--- config.mk ---
export PLATFORM = sky130hd
export DESIGN_NAME = if_fetch_flat
export DESIGN_NICKNAME = d
export VERILOG_FILES = /design/src/rtl/if_fetch_if.sv /design/src/rtl/if_fetch.sv /design/src/flat_wrapper.sv
export SDC_FILE = /design/constraint.sdc
export NUM_CORES = 1
export LEC_CHECK = 0
export ABC_AREA = 1
export BUFFER_PORTS_ARGS = -buffer_cell sky130_fd_sc_hd__buf_2
export CORE_MARGIN = 8
export CORE_UTILIZATION = 50
export CTS_CLUSTER_DIAMETER = 30
export DETAILED_ROUTE_END_ITERATION = 10
export PLACE_DENSITY = 0.71
export SLEW_MARGIN = 5
export SYNTH_ARGS = -nofsm -noshare
export SYNTH_HDL_FRONTEND = slang
export SYNTH_SLANG_ARGS = --single-unit
--- constraint.sdc ---
create_clock -name clk -period 2.65 [get_ports clk]
set_input_delay 0.1325 -clock clk [delete_from_list [all_inputs] [get_ports clk]]
set_output_delay 0.1325 -clock clk [all_outputs]
set_load 0.01 [all_outputs]
--- src/rtl/if_fetch_if.sv ---
// Byte-wide instruction memory read port used by the fetch stage.
// The fetch stage is the master; the memory (or its model) is the slave.
interface if_fetch_if;
  logic        mem_req;
  logic [31:0] mem_addr;
  logic        mem_ack;
  logic [7:0]  mem_rdata;

  modport master (
    output mem_req,
    output mem_addr,
    input  mem_ack,
    input  mem_rdata
  );

  modport slave (
    input  mem_req,
    input  mem_addr,
    output mem_ack,
    output mem_rdata
  );
endinterface

--- src/rtl/if_fetch.sv ---
// RV32I instruction fetch: builds each word from four byte reads, then predicts the next PC
// with a 2-bit saturating-counter BHT (B-type) or always-taken (JAL).
module if_fetch #(
  parameter logic [31:0] RESET_PC   = 32'h0,
  parameter int unsigned BR_INDEX_W = 7
) (
  input  logic                  clk,
  input  logic                  rst,
  input  logic                  stall_in,
  input  logic                  redirect,
  input  logic [31:0]           redirect_pc,
  input  logic                  upd_en,
  input  logic [BR_INDEX_W-1:0] upd_index,
  input  logic                  upd_taken,
  if_fetch_if.master            mem,
  output logic [31:0]           if_pc,
  output logic [31:0]           if_inst,
  output logic [BR_INDEX_W-1:0] if_br_index,
  output logic                  if_prd_jmp,
  output logic                  if_stall_req
);

  localparam int BhtDepth = 2 ** BR_INDEX_W;
  localparam logic [6:0] OpBranch = 7'b1100011;
  localparam logic [6:0] OpJal    = 7'b1101111;

  // F0..F3 encode the byte number in their low two bits.
  typedef enum logic [2:0] {
    StF0  = 3'd0,
    StF1  = 3'd1,
    StF2  = 3'd2,
    StF3  = 3'd3,
    StRdy = 3'd4
  } state_e;

  state_e                state_q, state_d;
  logic [31:0]           pc_q, pc_d;
  logic [31:0]           inst_q, inst_d;
  logic [1:0]            bht_q [BhtDepth];

  logic                  fetching;
  logic [1:0]            byte_sel;
  logic [BR_INDEX_W-1:0] idx;
  logic [6:0]            opcode;
  logic [31:0]           imm_b, imm_j;
  logic [31:0]           target, next_pc;
  logic                  prd;
  logic [1:0]            cnt_cur, cnt_new;
  logic                  unused_rpc_low;

  assign fetching       = (state_q != StRdy);
  assign byte_sel       = state_q[1:0];
  assign idx            = pc_q[BR_INDEX_W+1:2];
  assign opcode         = inst_q[6:0];
  assign unused_rpc_low = ^redirect_pc[1:0];

  assign imm_b = {{20{inst_q[31]}}, inst_q[7], inst_q[30:25], inst_q[11:8], 1'b0};
  assign imm_j = {{12{inst_q[31]}}, inst_q[19:12], inst_q[20], inst_q[30:21], 1'b0};

  always_comb begin
    prd    = 1'b0;
    target = pc_q + imm_j;
    case (opcode)
      OpBranch: begin
        prd    = bht_q[idx][1];
        target = pc_q + imm_b;
      end
      OpJal: begin
        prd    = 1'b1;
        target = pc_q + imm_j;
      end
      default: prd = 1'b0;
    endcase
    next_pc = prd ? target : pc_q + 32'd4;
  end

  // Presented fields are forced to zero while the word is still being assembled.
  always_comb begin
    if_stall_req = fetching;
    if_pc        = fetching ? 32'd0 : pc_q;
    if_inst      = fetching ? 32'd0 : inst_q;
    if_br_index  = fetching ? '0 : idx;
    if_prd_jmp   = fetching ? 1'b0 : prd;
  end

  assign mem.mem_req  = fetching && !rst && !redirect;
  assign mem.mem_addr = pc_q + {30'd0, byte_sel};

  always_comb begin
    state_d = state_q;
    pc_d    = pc_q;
    inst_d  = inst_q;
    if (redirect) begin
      pc_d    = {redirect_pc[31:2], 2'b00};
      state_d = StF0;
    end else begin
      unique case (state_q)
        StF0, StF1, StF2, StF3: begin
          if (mem.mem_ack) begin
            inst_d[{byte_sel, 3'b000} +: 8] = mem.mem_rdata;
            state_d = (state_q == StF3) ? StRdy : state_e'(state_q + 3'd1);
          end
        end
        StRdy: begin
          if (!stall_in) begin
            pc_d    = next_pc;
            state_d = StF0;
          end
        end
        default: state_d = StF0;
      endcase
    end
  end

  always_ff @(posedge clk) begin
    if (rst) begin
      state_q <= StF0;
      pc_q    <= RESET_PC;
      inst_q  <= 32'd0;
    end else begin
      state_q <= state_d;
      pc_q    <= pc_d;
      inst_q  <= inst_d;
    end
  end

  always_comb begin
    cnt_cur = bht_q[upd_index];
    if (upd_taken) begin
      cnt_new = (cnt_cur == 2'b11) ? 2'b11 : cnt_cur + 2'b01;
    end else begin
      cnt_new = (cnt_cur == 2'b00) ? 2'b00 : cnt_cur - 2'b01;
    end
  end

  // Same-cycle lookups read bht_q, so they see the pre-update counter.
  always_ff @(posedge clk) begin
    if (rst) begin
      for (int i = 0; i < BhtDepth; i++) begin
        bht_q[i] <= 2'b01;
      end
    end else if (upd_en) begin
      bht_q[upd_index] <= cnt_new;
    end
  end

endmodule

--- src/flat_wrapper.sv ---
// flat-port wrapper written by rule: the top's interface ports become plain ports
module if_fetch_flat 
#(
  parameter logic [31:0] RESET_PC   = 32'h0,
  parameter int unsigned BR_INDEX_W = 7
)
  (clk, rst, stall_in, redirect, redirect_pc, upd_en, upd_index, upd_taken, if_pc, if_inst, if_br_index, if_prd_jmp, if_stall_req, mem_mem_req, mem_mem_addr, mem_mem_ack, mem_mem_rdata);
  if_fetch_if mem_i ();
  input  logic clk;
  input  logic rst;
  input  logic stall_in;
  input  logic redirect;
  input  logic [31:0] redirect_pc;
  input  logic upd_en;
  input  logic [BR_INDEX_W-1:0] upd_index;
  input  logic upd_taken;
  output logic [31:0] if_pc;
  output logic [31:0] if_inst;
  output logic [BR_INDEX_W-1:0] if_br_index;
  output logic if_prd_jmp;
  output logic if_stall_req;
  output wire logic [$bits(mem_i.mem_req)-1:0] mem_mem_req;
  output wire logic [$bits(mem_i.mem_addr)-1:0] mem_mem_addr;
  input wire logic [$bits(mem_i.mem_ack)-1:0] mem_mem_ack;
  input wire logic [$bits(mem_i.mem_rdata)-1:0] mem_mem_rdata;
  assign mem_mem_req = mem_i.mem_req;
  assign mem_mem_addr = mem_i.mem_addr;
  assign mem_i.mem_ack = mem_mem_ack;
  assign mem_i.mem_rdata = mem_mem_rdata;
  if_fetch #(.RESET_PC(RESET_PC), .BR_INDEX_W(BR_INDEX_W)) u_core (.clk(clk), .rst(rst), .stall_in(stall_in), .redirect(redirect), .redirect_pc(redirect_pc), .upd_en(upd_en), .upd_index(upd_index), .upd_taken(upd_taken), .mem(mem_i), .if_pc(if_pc), .if_inst(if_inst), .if_br_index(if_br_index), .if_prd_jmp(if_prd_jmp), .if_stall_req(if_stall_req));
endmodule
==> Yosys cells after proc, flatten, opt, wreduce, memory -nomap -nowiden <==
Memory sizes are Yosys's and may differ from the RTL's. A register that Yosys moved wholly into a read port is not among the register bits.
Index checks and enable logic that the tools add are counted.
{ "classes": {"eq_ne": 11, "bitwise": 2, "muxes": 28, "n_addsub": 8, "shift": 2, "n_reduce_logical": 14} }
{ "op_table": {"columns": ["operator", "n"], "rows": [
  ["32-bit 2-to-1 mux", 7],
  ["32-bit adder", 2],
  ["32-bit by 2-bit adder with 32-bit output", 1],
  ["32-bit by 3-bit adder with 32-bit output (second input constant)", 1],
  ["32-bit bitwise mux", 1],
  ["8-bit by 7-bit variable shift with 32-bit output (first input constant)", 1],
  ["8-bit by 7-bit indexed part select with 32-bit output", 1],
  ["7-bit 2-to-1 mux", 4],
  ["7-bit equality test (second input constant)", 2],
  ["3-bit 2-to-1 mux", 3],
  ["2-bit 2-to-1 mux", 4],
  ["1-bit 2-to-1 mux", 7],
  ["5-bit negation with 7-bit output", 1],
  ["3-bit by 2-bit equality test with 1-bit output (second input constant)", 2],
  ["3-bit one-hot mux with 2 select lines", 1],
  ["2-bit AND reduction", 3],
  ["2-bit inequality test (second input constant)", 2],
  ["2-bit OR reduction", 2],
  ["4-bit OR reduction", 1],
  ["3-bit by 1-bit adder with 3-bit output (second input constant)", 1],
  ["3-bit by 1-bit equality test with 1-bit output (second input constant)", 1],
  ["3-bit equality test (second input constant)", 1],
  ["3-bit zero test", 1],
  ["3-bit inequality test (second input constant)", 1],
  ["11 further kinds", 14]
]} }
{ "totals": {"ramBits": 256, "output_inout_bits": 106, "inputBits": 54, "word_cells": 70, "n_memories": 1, "ff_bits": 67} }
{ "memory_table": {"columns": ["memory", "depth", "width", "read_ports", "rd_ports_with_merged_regs", "write_ports", "line_no", "text"], "rows": [
  ["u_core.bht_q", 128, 2, 2, 1, 128, "if_fetch.sv:39", "logic [1:0] bht_q [BhtDepth];"]
]} }

==> Depth between registers and ports, before layout <==
{ "depth": {"word_depth": 8, "ltp_mapped": 22, "ltp_nobuf": 21} }

==> Least setup slack after synthesis <==
OpenSTA, ideal clock, no wires.
{ "synth_timing": {"path_type": "register -> register", "startpoint": "register u_core.inst_q[5]", "endpoint": "register u_core.pc_q[31]", "path_stages_with_launch": 21, "period_less_slack_ps": 2831, "path_buffers": 1, "arrival_ps": 2698, "setup_slack_ps": -181, "setup_ps": 132, "t_required_ps": 2518, "cell_sequence": "dfxtp_1 -> inv_1 -> nor3_1 -> nand4_1 -> clkbuf_1 -> o21ai_0 -> ha_1 -> inv_1 -> fa_1 -> nand3b_1 -> nand2_1 -> a21boi_0 -> inv_1 -> nand2_1 -> nand2b_1 -> nand3_1 -> nand2_1 -> xor2_1 -> nand2_1 -> nand3_1 -> a21oi_1"} }
{ "synth_between": {"elab_chain_cells": 6, "word_cells_on_any_way": 8, "cone_classes": "eq/ne (2); mux (6)"} }
{ "synth_rtl": {"columns": ["item", "line_no", "text"], "rows": [
  ["from (decl)", "if_fetch.sv:38", "logic [31:0] inst_q, inst_d;"],
  ["from (signal assigned)", "if_fetch.sv:123", "inst_q <= inst_d;"],
  ["7-bit equality test", "if_fetch.sv:63", "case (opcode)"],
  ["1-bit one-hot mux with 2 select lines or 32-bit 2-to-1 mux (tied branches)", null, null],
  ["32-bit 2-to-1 mux *", "if_fetch.sv:74", "next_pc = prd ? target : pc_q + 32'd4;"],
  ["32-bit 2-to-1 mux *", "if_fetch.sv:105", "if (!stall_in) begin"],
  ["32-bit 2-to-1 mux *", "if_fetch.sv:97", "unique case (state_q)"],
  ["32-bit 2-to-1 mux *", "if_fetch.sv:93", "if (redirect) begin"],
  ["to (signal assigned)", "if_fetch.sv:122", "pc_q <= pc_d;"],
  ["to (decl)", "if_fetch.sv:37", "logic [31:0] pc_q, pc_d;"]
]} }
Every way passes the cells marked *; elsewhere a longest branch is shown, timed or not. The select of a mux whose other input is x is not followed.
A chain may end at the register's enable or synchronous reset.

==> Worst setup path in the final report <==
{ "layout_timing": {"startpoint": "register u_core.inst_q[6]", "endpoint": "register u_core.pc_q[21]"} }
The elaborated chain is that of the path after synthesis.

==> flow_summary.ini <==
[worst_setup_path]
endpoint_kind = flop
rr_startpoint = u_core.inst_q[6]
cp.arrival_ps = 3530
start_kind = flop
slowest_stage = fa_2
cp_cell_sequence = inv_2 > nor3_4 > nand4_1 > buf_6 > o21ai_2 > ha_2 > inv_2 > fa_2 > nand3b_1 > nand2_2 > nand2_1 > o211ai_1 > nand3b_1 > nand2_2 > a21oi_2 > xor2_1 > nand2_1 > nand3_1 > a21oi_1
worst-path-buf-inv = 3
crit_path_start = u_core.inst_q[6]
cp_top_family = simple AND/OR/NAND/NOR gates
cp_data_required_time_ps = 3170
max_stage_delay_ps = 340
path_class = reg2reg
crit_path_max_fanout = 4

[hold_path]
min_path_type = in2reg
hp-start = redirect

[routing]
ant_nets = 0
via_per_inst = 5.83
first_pass_iters = 6
wl_um = 75700
vias = 21700
drt-initial-drc-count = 2651
route.detailed.drc = 0
avgRoutedWirePerCell_um = 20.4

[synth]
synth_cell_types = 45
syn_area_um2 = 20600
async_flop_share = 0
synth_top_area_frac = 0.373
syn_inst = 2779
yosys_most_used_dff = edfxtp_1
ys_seq_elements = 329
synth_edf_count = 256
ys_seq_area_frac = 0.444
synth.area.top_cells = edfxtp_1 (37%), nand2_1 (12%), nand3_1 (8.6%), nor2_1 (8.1%), dfxtp_1 (7.1%)
synthesis.nets = 2877
synth-warning-count = 0
avgSynthCellArea_um2 = 7.41
synth_largest_area_cell = edfxtp_1

[place]
placed_cells = 3495
globalplace.congestion = 0.960
dpl_worst_slack_ps = -531
dp_hpwl_um = 49900
portBuffers = 156

[layout]
final_cell_mix = nand2_1 (603), nor2_1 (432), nand3_1 (328)
nets = 3217
drive_above_1_share = 0.223
area_growth_pct = 34.0
antenna_cells = 0
stdcell_count = 3717
final_common_cell = nand2_1

[clocking]
cts_sinks = 329
cts_inserted_buffers = 81
tritoncts = built
htreeDepth = 3
clkTransAtPathRegs_ps = 50
clk_path_buf_depth = 3
cts_root_buffer = clkbuf_16
insertion_delay_ps = 620

[sta]
setup_violations = 33
rsz0062_at_grt = true
drv_slew = 0
slew_headroom = 0.210
finClkSkew_ps = 23.1
maxClockFrequency_mhz = 332
tightest_slew_ps = 1180
fin_crit_ps = 3010
fin_setup_tns_ps = -5080
final-hold-violation-count = 0
hold_ws_ps = 42.9
setup_slack_ps = -358
fin_crit_sh = 1.13

[status]
outcome = finished, violations left
violations = negative setup slack

[power_and_ir_drop]
power_density_nw_per_um2 = 639
p_total_w = 0.0176
vdd_ir_drop_max_v = 0.000388
p_leak_nw = 10.9

[grt]
grt-ovfl-total = 0
grt_max_degree = 155
gr-usage-all-layers = 0.310
grt_pass1_vias = 21800
antenna_found_initial = 0
grt_pass1_wl_um = 117000

[floorplan]
io_pins = 160
dieHeight_um = 219
row_count = 74
die_area_um2 = 47900
start_util = 0.505
die_w_um = 219
coreArea_um2 = 40700

[run]
cap_violations = 0
cells by family after synthesis:
family,synth area share
flops,0.444
compound gates,0.0862
buf+inv,0.0991
fa+ha+maj,0.0271
simple gates,0.311
xor+xnor,0.0319
other cells,0.000182
through the flow:
stage	cell area (µm²)	utilization
floorplan	20600	-
global placement	23200	0.569
detailed placement	23200	0.569
CTS	27200	0.669
global route	27600	0.677
finish	27600	0.677
sequential cells by signal (all words and copies together) (netlist names), named ones only:
name and flops:
u_core.state_q 3, u_core.pc_q 31, u_core.inst_q 32, u_core.bht_q 256
layout make-up:
cell class	count	area, µm²
repair buffers	424	3480
fillers	3246	13200
clock inverters	58	551
well taps	532	666
clock buffers	91	2150
inverters	337	1280
multi-input cells	1946	10300
flip-flops and latches	329	9180
tightest hold or removal path, cell delays in order:
cell     delay (ps)
buf_2           190
a22oi_1         200
a21oi_1          80
synthesized netlist by cell type, types with 2 or more instances:
library cell and instances:
clkbuf_1 88, o21ai_1 11, a22o_1 6, o21a_1 2, edfxtp_1 256, buf_4 23, nand3_2 4, o31ai_1 2
buf_2 49, xor2_1 62, dfxtp_1 73, a211oi_1 7, o21bai_1 6, a21oi_1 111, a22oi_1 59, a31oi_1 6
buf_1 7, nand2_1 631, xnor2_1 13, nand3_1 353, nor4_1 4, o2111ai_1 2, o21ai_0 72, o221ai_1 2
inv_1 325, nor2_1 446, nor3_1 24, inv_2 11, a41oi_1 3, ha_1 43, a21boi_0 3, and3_1 4
nand3b_1 6, nand4_1 50, a21o_1 5
final timing paths:
kind	slack, ps	depth (start not counted)	to
setup / recovery	-360	19	u_core.pc_q[21]
hold / removal	40	3	u_core.pc_q[9]
setup reg to reg	-360	19	u_core.pc_q[21]
hold reg to reg	500	2	u_core.state_q[2]
power by group:
| part | internal [W] | switching, W |
|---|---|---|
| Sequential | 0.00571 | 0.000126 |
| Combinational | 0.000741 | 0.00135 |
| Clock | 0.00644 | 0.00325 |
| Total | 0.0129 | 0.00473 |
metal layers:
| metal | vias to the layer above | routed length, µm | GRT usage |
|---|---|---|---|
| met4 | 0 | 4300 | 0.186 |
| met1 | 10000 | 28000 | 0.372 |
| met3 | 327 | 8430 | 0.0691 |
| li1 | 9860 | - | - |
| met2 | 1420 | 35000 | 0.505 |
| met5 | - | 0 | 0 |
repair_timing:
item | in CTS | in global routing
setup buffers | 19 | 13
endpoints found under the setup margin | 48 | 262
hold endpoints to repair | 52 | 0
hold buffers | 38 | 0
gates cloned | 4 | 0
pin swaps | 54 | 34
gates resized for setup | 189 | 64
(Power assumes the default switching activity.)
